[src/rtl/instr_encoder_pkg.sv]
`default_nettype none
// ============================================================================
// Module      : instr_encoder_pkg
// Description : RV32I opcode values, instruction field bit positions, the
//               canonical NOP word and the decoded-field bundle type shared
//               by the instruction encoder and its immediate packer.
// Revision    : 1.0 - initial release
// ============================================================================
package instr_encoder_pkg;

  // RV32I major opcodes
  localparam logic [6:0] c_op_r      = 7'b0110011;
  localparam logic [6:0] c_op_imm    = 7'b0010011;
  localparam logic [6:0] c_op_load   = 7'b0000011;
  localparam logic [6:0] c_op_jalr   = 7'b1100111;
  localparam logic [6:0] c_op_store  = 7'b0100011;
  localparam logic [6:0] c_op_branch = 7'b1100011;
  localparam logic [6:0] c_op_lui    = 7'b0110111;
  localparam logic [6:0] c_op_auipc  = 7'b0010111;
  localparam logic [6:0] c_op_jal    = 7'b1101111;

  // LSB positions of the register/funct fields inside a 32-bit word
  localparam int c_rd_lsb  = 7;
  localparam int c_f3_lsb  = 12;
  localparam int c_rs1_lsb = 15;
  localparam int c_rs2_lsb = 20;
  localparam int c_f7_lsb  = 25;

  // addi x0,x0,0 - emitted in place of anything with an unknown opcode
  localparam logic [31:0] c_nop = 32'h0000_0013;

  typedef struct packed {
    logic [6:0]  opcode;
    logic [4:0]  rd;
    logic [4:0]  rs1;
    logic [4:0]  rs2;
    logic [2:0]  funct3;
    logic [6:0]  funct7;
    logic [31:0] imm;
  } fields_t;

  // Immediate-form shifts (slli/srli/srai) carry funct7 and a 5-bit shamt
  function automatic logic is_shift(input logic [6:0] op, input logic [2:0] f3);
    return (op == c_op_imm) && ((f3 == 3'b001) || (f3 == 3'b101));
  endfunction

endpackage
`default_nettype wire

[src/rtl/instr_encoder_imm_pack.sv]
`default_nettype none
// ============================================================================
// Module      : instr_encoder_imm_pack
// Description : Combinational immediate scatter for RV32I. Places the bits of
//               a full-width immediate where the opcode's format wants them
//               and flags values the format cannot represent.
// Revision    : 1.0 - initial release
// ============================================================================
module instr_encoder_imm_pack
  import instr_encoder_pkg::*;
(
  input  logic [6:0]  opcode,
  input  logic [2:0]  funct3,
  input  logic [31:0] imm,
  output logic [31:0] imm_bits,
  output logic        err,
  output logic        known
);

  logic w_fits12;
  logic w_fits13;
  logic w_fits21;

  // An N-bit signed field fits when every bit above the field's sign bit copies it
  assign w_fits12 = (imm[31:11] == {21{imm[11]}});
  assign w_fits13 = (imm[31:12] == {20{imm[12]}});
  assign w_fits21 = (imm[31:20] == {12{imm[20]}});

  // Scatter immediate bits per format and evaluate the matching range rule
  always_comb begin
    imm_bits = '0;
    err      = 1'b0;
    known    = 1'b1;
    case (opcode)
      c_op_r: begin
        // register-register: no immediate, nothing to check
      end
      c_op_imm: begin
        if (is_shift(opcode, funct3)) begin
          imm_bits[24:20] = imm[4:0];
          err             = |imm[31:5];
        end else begin
          imm_bits[31:20] = imm[11:0];
          err             = !w_fits12;
        end
      end
      c_op_load, c_op_jalr: begin
        imm_bits[31:20] = imm[11:0];
        err             = !w_fits12;
      end
      c_op_store: begin
        imm_bits[31:25] = imm[11:5];
        imm_bits[11:7]  = imm[4:0];
        err             = !w_fits12;
      end
      c_op_branch: begin
        imm_bits[31]    = imm[12];
        imm_bits[30:25] = imm[10:5];
        imm_bits[11:8]  = imm[4:1];
        imm_bits[7]     = imm[11];
        err             = !w_fits13 || imm[0];
      end
      c_op_lui, c_op_auipc: begin
        imm_bits[31:12] = imm[31:12];
        err             = |imm[11:0];
      end
      c_op_jal: begin
        imm_bits[31]    = imm[20];
        imm_bits[30:21] = imm[10:1];
        imm_bits[20]    = imm[11];
        imm_bits[19:12] = imm[19:12];
        err             = !w_fits21 || imm[0];
      end
      default: begin
        known = 1'b0;
        err   = 1'b1;
      end
    endcase
  end

endmodule
`default_nettype wire

[src/rtl/instr_encoder.sv]
`default_nettype none
// ============================================================================
// Module      : instr_encoder
// Description : Two-stage RV32I instruction encoder. S1 captures decoded
//               fields, S2 holds the packed word and its error flag. Emits
//               each word with a wrapping instruction-memory byte address and
//               keeps a sticky error flag across handshaken words.
// Revision    : 1.0 - initial release
// ============================================================================
module instr_encoder
  import instr_encoder_pkg::*;
#(
  parameter logic [31:0] BASE_ADDR = 32'h0000_0000,
  parameter int          DEPTH     = 1024
) (
  input  logic        clk,
  input  logic        rst,
  input  logic        in_valid,
  output logic        in_ready,
  input  logic [6:0]  in_opcode,
  input  logic [4:0]  in_rd,
  input  logic [4:0]  in_rs1,
  input  logic [4:0]  in_rs2,
  input  logic [2:0]  in_funct3,
  input  logic [6:0]  in_funct7,
  input  logic [31:0] in_imm,
  output logic        out_valid,
  input  logic        out_ready,
  output logic [31:0] out_inst,
  output logic [31:0] out_addr,
  output logic        out_err,
  output logic        err_sticky,
  input  logic        clr
);

  localparam logic [31:0] c_last_addr = BASE_ADDR + 32'(4 * (DEPTH - 1));

  fields_t     r_s1;
  logic        r_s1_valid;
  logic        r_s2_valid;
  logic [31:0] r_s2_inst;
  logic        r_s2_err;
  logic [31:0] r_addr;
  logic        r_sticky;

  logic        w_advance;
  logic        w_out_fire;
  logic [31:0] w_imm_bits;
  logic        w_imm_err;
  logic        w_known;
  logic [31:0] w_regs;
  logic [31:0] w_inst;

  // Whole pipeline moves together whenever S2 is empty or being drained
  assign w_advance  = !r_s2_valid || out_ready;
  assign w_out_fire = r_s2_valid && out_ready;

  assign in_ready   = w_advance;
  assign out_valid  = r_s2_valid;
  assign out_inst   = r_s2_inst;
  assign out_err    = r_s2_err;
  assign out_addr   = r_addr;
  assign err_sticky = r_sticky;

  instr_encoder_imm_pack u_imm_pack (
    .opcode   (r_s1.opcode),
    .funct3   (r_s1.funct3),
    .imm      (r_s1.imm),
    .imm_bits (w_imm_bits),
    .err      (w_imm_err),
    .known    (w_known)
  );

  // Place the register/funct fields that the S1 opcode's format uses
  always_comb begin
    w_regs = '0;
    case (r_s1.opcode)
      c_op_r: begin
        w_regs[c_rd_lsb  +: 5] = r_s1.rd;
        w_regs[c_f3_lsb  +: 3] = r_s1.funct3;
        w_regs[c_rs1_lsb +: 5] = r_s1.rs1;
        w_regs[c_rs2_lsb +: 5] = r_s1.rs2;
        w_regs[c_f7_lsb  +: 7] = r_s1.funct7;
      end
      c_op_imm, c_op_load, c_op_jalr: begin
        w_regs[c_rd_lsb  +: 5] = r_s1.rd;
        w_regs[c_f3_lsb  +: 3] = r_s1.funct3;
        w_regs[c_rs1_lsb +: 5] = r_s1.rs1;
        if (is_shift(r_s1.opcode, r_s1.funct3)) begin
          w_regs[c_f7_lsb +: 7] = r_s1.funct7;
        end
      end
      c_op_store, c_op_branch: begin
        w_regs[c_f3_lsb  +: 3] = r_s1.funct3;
        w_regs[c_rs1_lsb +: 5] = r_s1.rs1;
        w_regs[c_rs2_lsb +: 5] = r_s1.rs2;
      end
      c_op_lui, c_op_auipc, c_op_jal: begin
        w_regs[c_rd_lsb +: 5] = r_s1.rd;
      end
      default: begin
        w_regs = '0;
      end
    endcase
  end

  assign w_inst = w_known ? (w_regs | w_imm_bits | {25'b0, r_s1.opcode}) : c_nop;

  // S1 captures the field bundle; its valid is the input handshake
  always_ff @(posedge clk) begin
    if (rst) begin
      r_s1_valid <= 1'b0;
      r_s1       <= '0;
    end else if (w_advance) begin
      r_s1_valid  <= in_valid;
      r_s1.opcode <= in_opcode;
      r_s1.rd     <= in_rd;
      r_s1.rs1    <= in_rs1;
      r_s1.rs2    <= in_rs2;
      r_s1.funct3 <= in_funct3;
      r_s1.funct7 <= in_funct7;
      r_s1.imm    <= in_imm;
    end
  end

  // S2 registers the packed word and its error; holds while stalled
  always_ff @(posedge clk) begin
    if (rst) begin
      r_s2_valid <= 1'b0;
      r_s2_inst  <= '0;
      r_s2_err   <= 1'b0;
    end else if (w_advance) begin
      r_s2_valid <= r_s1_valid;
      r_s2_inst  <= w_inst;
      r_s2_err   <= w_imm_err;
    end
  end

  // Word address steps by 4 per emitted word and wraps at the window end
  always_ff @(posedge clk) begin
    if (rst) begin
      r_addr <= BASE_ADDR;
    end else if (w_out_fire) begin
      r_addr <= (r_addr == c_last_addr) ? BASE_ADDR : r_addr + 32'd4;
    end
  end

  // Sticky error: clr takes priority over a simultaneous erroring handshake
  always_ff @(posedge clk) begin
    if (rst || clr) begin
      r_sticky <= 1'b0;
    end else if (w_out_fire && r_s2_err) begin
      r_sticky <= 1'b1;
    end
  end

endmodule
`default_nettype wire

[config.mk]
export PLATFORM = sky130hd
export DESIGN_NAME = instr_encoder
export DESIGN_NICKNAME = d
export VERILOG_FILES = /design/src/rtl/instr_encoder_pkg.sv /design/src/rtl/instr_encoder_imm_pack.sv /design/src/rtl/instr_encoder.sv
export SDC_FILE = /design/constraint.sdc
export NUM_CORES = 1
export LEC_CHECK = 0
export ABC_AREA = 0
export CAP_MARGIN = 20
export CORE_ASPECT_RATIO = 0.5
export CORE_MARGIN = 5
export CORE_UTILIZATION = 35
export CTS_BUF_LIST = sky130_fd_sc_hd__clkbuf_8
export DETAILED_ROUTE_END_ITERATION = 10
export PLACE_DENSITY = 0.63
export SLEW_MARGIN = 20
export SYNTH_ARGS = -nofsm -noshare
export SYNTH_HDL_FRONTEND = slang
export SYNTH_SLANG_ARGS = --single-unit
[constraint.sdc]
create_clock -name clk -period 1.95 [get_ports clk]
set_input_delay 0.39 -clock clk [delete_from_list [all_inputs] [get_ports clk]]
set_output_delay 0.39 -clock clk [all_outputs]
set_load 0.02 [all_outputs]
Word-level counts from Yosys, hierarchy flattened

Index checks and enable logic that the tools add are counted.

Word-level logic and storage cells: 68
Register bits after elaboration: 132

Mux-type cells: 15
Add/subtract/negate cells: 1
Reductions and logical operators: 22
Bitwise gates (word level): 2
Eq/ne operators: 15

Operators by type and width:

| operator                | number |
|---|---|
| $mux W32                | 2 |
| $pmux W7 S5             | 1 |
| $add A32 B3 Y32 const B | 1 |
| $eq A32 B12 Y1 const B  | 1 |
| $or A32 B32 Y32         | 1 |
| $or A32 B7 Y32          | 1 |
| $reduce_or A27 Y1       | 1 |
| $eq A7 B6 Y1 const B    | 3 |
| $eq A7 B7 Y1 const B    | 3 |
| $eq A20 B20 Y1          | 1 |
| $eq A19 B19 Y1          | 1 |
| $mux W8                 | 2 |
| $pmux W5 S3             | 1 |
| $eq A7 B5 Y1 const B    | 2 |
| $mux W7                 | 2 |
| $pmux W7 S2             | 1 |
| $reduce_or A12 Y1       | 1 |
| $reduce_or A3 Y1        | 4 |
| $eq A11 B11 Y1          | 1 |
| $mux W5                 | 2 |
| $pmux W5 S2             | 1 |
| $reduce_or A9 Y1        | 1 |
| $eq A7 B2 Y1 const B    | 1 |
| $reduce_or A7 Y1        | 1 |
| other kinds (9)         | 19 |

Longest topological paths before layout

Depth after elaboration: 8
Mapped depth: 7

By module

From an unflattened synthesis, not the netlist that was laid out.

Cell total of the unflattened synthesis: 755
Area total of the unflattened synthesis: 5893.2 um2

By module, submodules not included:

| module                 | area each (um2) | times used | seq. area each (um2) | cells each |
|---|---|---|---|---|
| instr_encoder          | 5092.4          | 1          | 2602.5               | 627 |
| instr_encoder_imm_pack | 800.8           | 1          | 0.0                  | 128 |

Worst setup path before layout

OpenSTA, ideal clock, no wires.

Kind: register -> register
From: reg r_addr[27] (netlist: out_addr[27])
To: reg r_addr[14] (netlist: out_addr[14])
Period minus slack after synthesis: 1.732 ns
Slack: 0.218 ns
Stages on the path, launching flop included: 6
Library setup time: 0.122 ns
Path buffers: 1
Arrival: 1.610 ns
Cell sequence: dfxtp_1 or4_1 nor4b_1 a41o_2 buf_6 a21oi_1

Word-level cells in the longest chain between the ends: 2

RTL lines:

| element                | RTL line             | text |
|---|---|---|
| from (decl)            | instr_encoder.sv:43  | `logic [31:0] r_addr;` |
| from (signal assigned) | instr_encoder.sv:144 | `r_addr <= (r_addr == c_last_addr) ? BASE_ADDR : r_addr + 32'd4;` |
| $eq A32 B12 Y1         | instr_encoder.sv:144 |  |
| $mux W32               | instr_encoder.sv:144 |  |

No other way between the ends.
A chain may end at the register's enable or synchronous reset.

Worst setup path after layout

From: in out_ready
To: out in_ready

Word-level cells in the longest chain between the ends: 1

RTL lines:

| element            | RTL line            | text |
|---|---|---|
| from (decl)        | instr_encoder.sv:28 | `input logic out_ready,` |
| $logic_or A1 B1 Y1 | instr_encoder.sv:55 | `assign w_advance = !r_s2_valid \|\| out_ready;` |
| to (decl)          | instr_encoder.sv:19 | `output logic in_ready,` |

No other way between the ends.

==> results.py <==
metrics = {
    "status": {
        "status": "complete, no violations",
    },
    "cts": {
        "clk_path_buf_depth": 2,
        "cts_hold_buf": 0,
        "clk_latency_ns": 0.44,
        "htreeDepth": 4,
        "numCtsBuffers": 17,
        "cts_root_buf": "clkbuf_8",
        "clkTransAtPathRegs_ns": 0.08,
        "cts.sinks": 130,
        "cts_tree": "yes",
    },
    "synthesis": {
        "yosysMostFrequentCell": "nand2_1",
        "async_flop_share_pct": 0,
        "synth_cell_types": 63,
        "ys_ff_latch": 130,
        "synth-main-ff-cell": "dfxtp_1",
        "yosysTopAreaCellShare_pct": 46.9,
        "yosysWarnings": 0,
        "synth_top_area_cell": "dfxtp_1",
        "syn_inst": 672,
        "ys_top_cells_by_count": "nand2_1, dfxtp_1, a21oi_1, nor2_1, nor3_1",
        "yosysSeqAreaShare_pct": 46.9,
        "syn_area_um2": 5550,
        "synth_area_leaders": "dfxtp_1, nand2_1, a21oi_1, nor2_1, xnor2_1",
        "synth_edf_count": 0,
        "synth_area_per_cell_um2": 8.25,
    },
    "finish": {
        "regArea_um2": 2600,
        "final_cell_area_um2": 7770,
        "nNetsFinal": 901,
        "area.growth.synth_to_final_pct": 40.2,
        "fillers": 1520,
        "drive_gt1_share_pct": 12.6,
        "multi_input_area_um2": 2730,
        "antenna_cells": 0,
        "utilization_pct": 50.3,
    },
    "placement": {
        "placed_area_um2": 7310,
        "dp_hpwl_mm": 12.2,
        "place_congestion": 0.853,
        "portBuffers": 134,
    },
    "floorplan": {
        "die_y_um": 99.0,
        "ioPinCount": 137,
        "rows": 32,
        "die_area_um2": 18600,
        "start_util_pct": 35.9,
        "core_area_um2": 15500,
        "die_w_um": 188,
    },
    "sta": {
        "slew_headroom_pct": 42.3,
        "fmax_ghz": 0.528,
        "fin_crit_sh_pct": 97.1,
        "tightest_slew_ns": 0.862,
        "hold_viol_final": 0,
        "skew_ns": 0.0174,
        "period_needed_ns": 1.89,
        "slew_violations": 0,
        "finalSetupViolCount": 0,
        "rsz0062_at_grt": "true",
    },
    "global_route": {
        "grt_start_max_net_pins": 55,
        "grt_pass1_wl_mm": 26.3,
        "grtUsageTotal_pct": 17.3,
        "overflow": 0,
        "antenna_found_initial": 0,
        "first_global_vias": 5149,
    },
    "worst_setup_path": {
        "required_ns": 1.56,
        "worst_setup_path_start_kind": "primary input",
        "crit-reg2reg-launch": "out_addr[15]",
        "reg2reg_slack_ns": 0.06,
        "cpLargestDelayFamily": "buffers and inverters",
        "crit_path_end_kind": "output port",
        "slowest_delay_ns": 0.43,
        "worstSetupPathType": "primary input to output port",
        "crit_path_start": "out_ready",
        "crit_slowest_cell": "clkdlybuf4s50_1",
        "worstPathArrival_ns": 1.50,
        "worst-path-max-fanout": 5,
        "cp_common_cell": "buf_4",
        "critPathBufInv": 5,
        "cp_cell_sequence": "clkdlybuf4s50_1 -> buf_4 -> nor2b_4 -> inv_2 -> buf_4 -> buf_4",
    },
    "detailed_routing": {
        "drc_errors": 0,
        "via_per_inst": 5.07,
        "vias": 5302,
        "drtAntennaViolNets": 0,
        "drt_iter0_drc": 381,
        "post_drt_wl_per_cell_um": 15.5,
        "wirelength_mm": 16.3,
        "firstDrtPassIters": 8,
    },
    "pwr": {
        "p_seq_share_pct": 49.7,
        "combPwrFrac_pct": 8.7,
        "ir_drop_uv": 421,
        "internal_power_w": 0.00419,
        "powerDensity_nw_per_um2": 736,
        "leakagePower_nw": 3.24,
        "swShare_pct": 26.8,
        "clkPwrFrac_pct": 41.6,
        "p_sw_w": 0.00154,
    },
    "worst_hold_path": {
        "hp-start": "rst",
        "min_path_type": "primary input to flip-flop",
    },
    "flow_run": {
        "cap_violations": 0,
    },
}
## power by group through the flow
| stage | Combinational [W] | Sequential, W | Clock [W] |
|---|---|---|---|
| 2_1_floorplan | 0.000236 | 0.00289 | 0 |
| 3_3_place_gp | 0.000498 | 0.00290 | 0 |
| 3_5_place_dp | 0.000502 | 0.00290 | 0 |
| 4_1_cts | 0.000503 | 0.00284 | 0.00243 |
| 5_1_grt | 0.000549 | 0.00286 | 0.00255 |
| 6_report | 0.000500 | 0.00284 | 0.00238 |
## area by class of cell
class | count | share of cell area (%)
Tap cell | 204 | 3.28
Sequential cell | 130 | 33.5
Clock inverter | 15 | 2.24
Timing Repair Buffer | 178 | 22.5
Multi-Input combinational cell | 494 | 35.1
Clock buffer | 17 | 3.01
Inverter | 8 | 0.386
## cells in the final DEF, fill, tap and decap left out, drive strengths merged, types with 3 or more instances in the layout
cell type / instances
nand4: 6
clkdlybuf4s50: 111
or2: 3
dlymetal6s2s: 17
nor2: 67
dlygate4sd2: 4
a22oi: 10
or4: 3
o21ai: 17
a222oi: 11
nor3: 25
buf: 46
clkinv: 5
nand3: 21
a221oi: 8
and3: 7
or3: 5
nand2: 163
a21o: 3
nand2b: 5
clkbuf: 17
xnor2: 17
nor4: 7
inv: 15
dfxtp: 130
a2bb2oi: 4
ha: 3
a21oi: 71
xor2: 11
## metrics by stage
step	setup slack (ns)	std cells	hold WS (ns)	total power (W)	setup TNS, ns
after global placement	-0.162	1013	0.439	0.00340	-2.73
after floorplan	0.218	673	0.431	0.00312	0
after global routing	-0.00200	1046	0.272	0.00596	-0.00310
final	0.0572	1046	0.301	0.00572	0
after CTS	0.000183	1045	0.280	0.00577	0
after detailed placement	-0.215	1013	0.444	0.00340	-3.76
## state kept, by name, summed over array words and instances (netlist names)
signal	count
err_sticky	1
out_addr	30
out_err	1
out_inst	32
out_valid	1
r_s1	64
r_s1_valid	1
## kinds of logic (layout without fill, tap and decap cells)
family	after synthesis	after routing	share of synthesized area (%)
fa+ha+maj	3	3	0.677
compound gates	137	137	16.4
flops	130	130	46.9
mux	3	3	0.564
simple gates	321	321	26.7
xor+xnor	28	28	4.42
other cells	1	2	0.0676
buf+inv	49	218	4.24
## final timing paths
check        cells after the start           end
max                              6      in_ready
min                              2   out_inst[0]
max reg2reg                      5  out_addr[27]
min reg2reg                      2  out_inst[25]
## timing repair
item                       4_1_cts  5_1_grt
gates resized for setup          6       19
setup endpoints to repair        6       26
setup buffers                    0        1
## routing by layer
layer / global-route usage, % / part of all wire (%) / up-vias
met3: 3.89 / 5.6 / 15
met2: 26.6 / 45 / 153
met1: 24.3 / 48 / 2491
met5: 0 / 0 / -
li1: - / - / 2643
met4: 5.47 / 1.2 / 0
No activity file was read; power rests on OpenSTA's default activity.
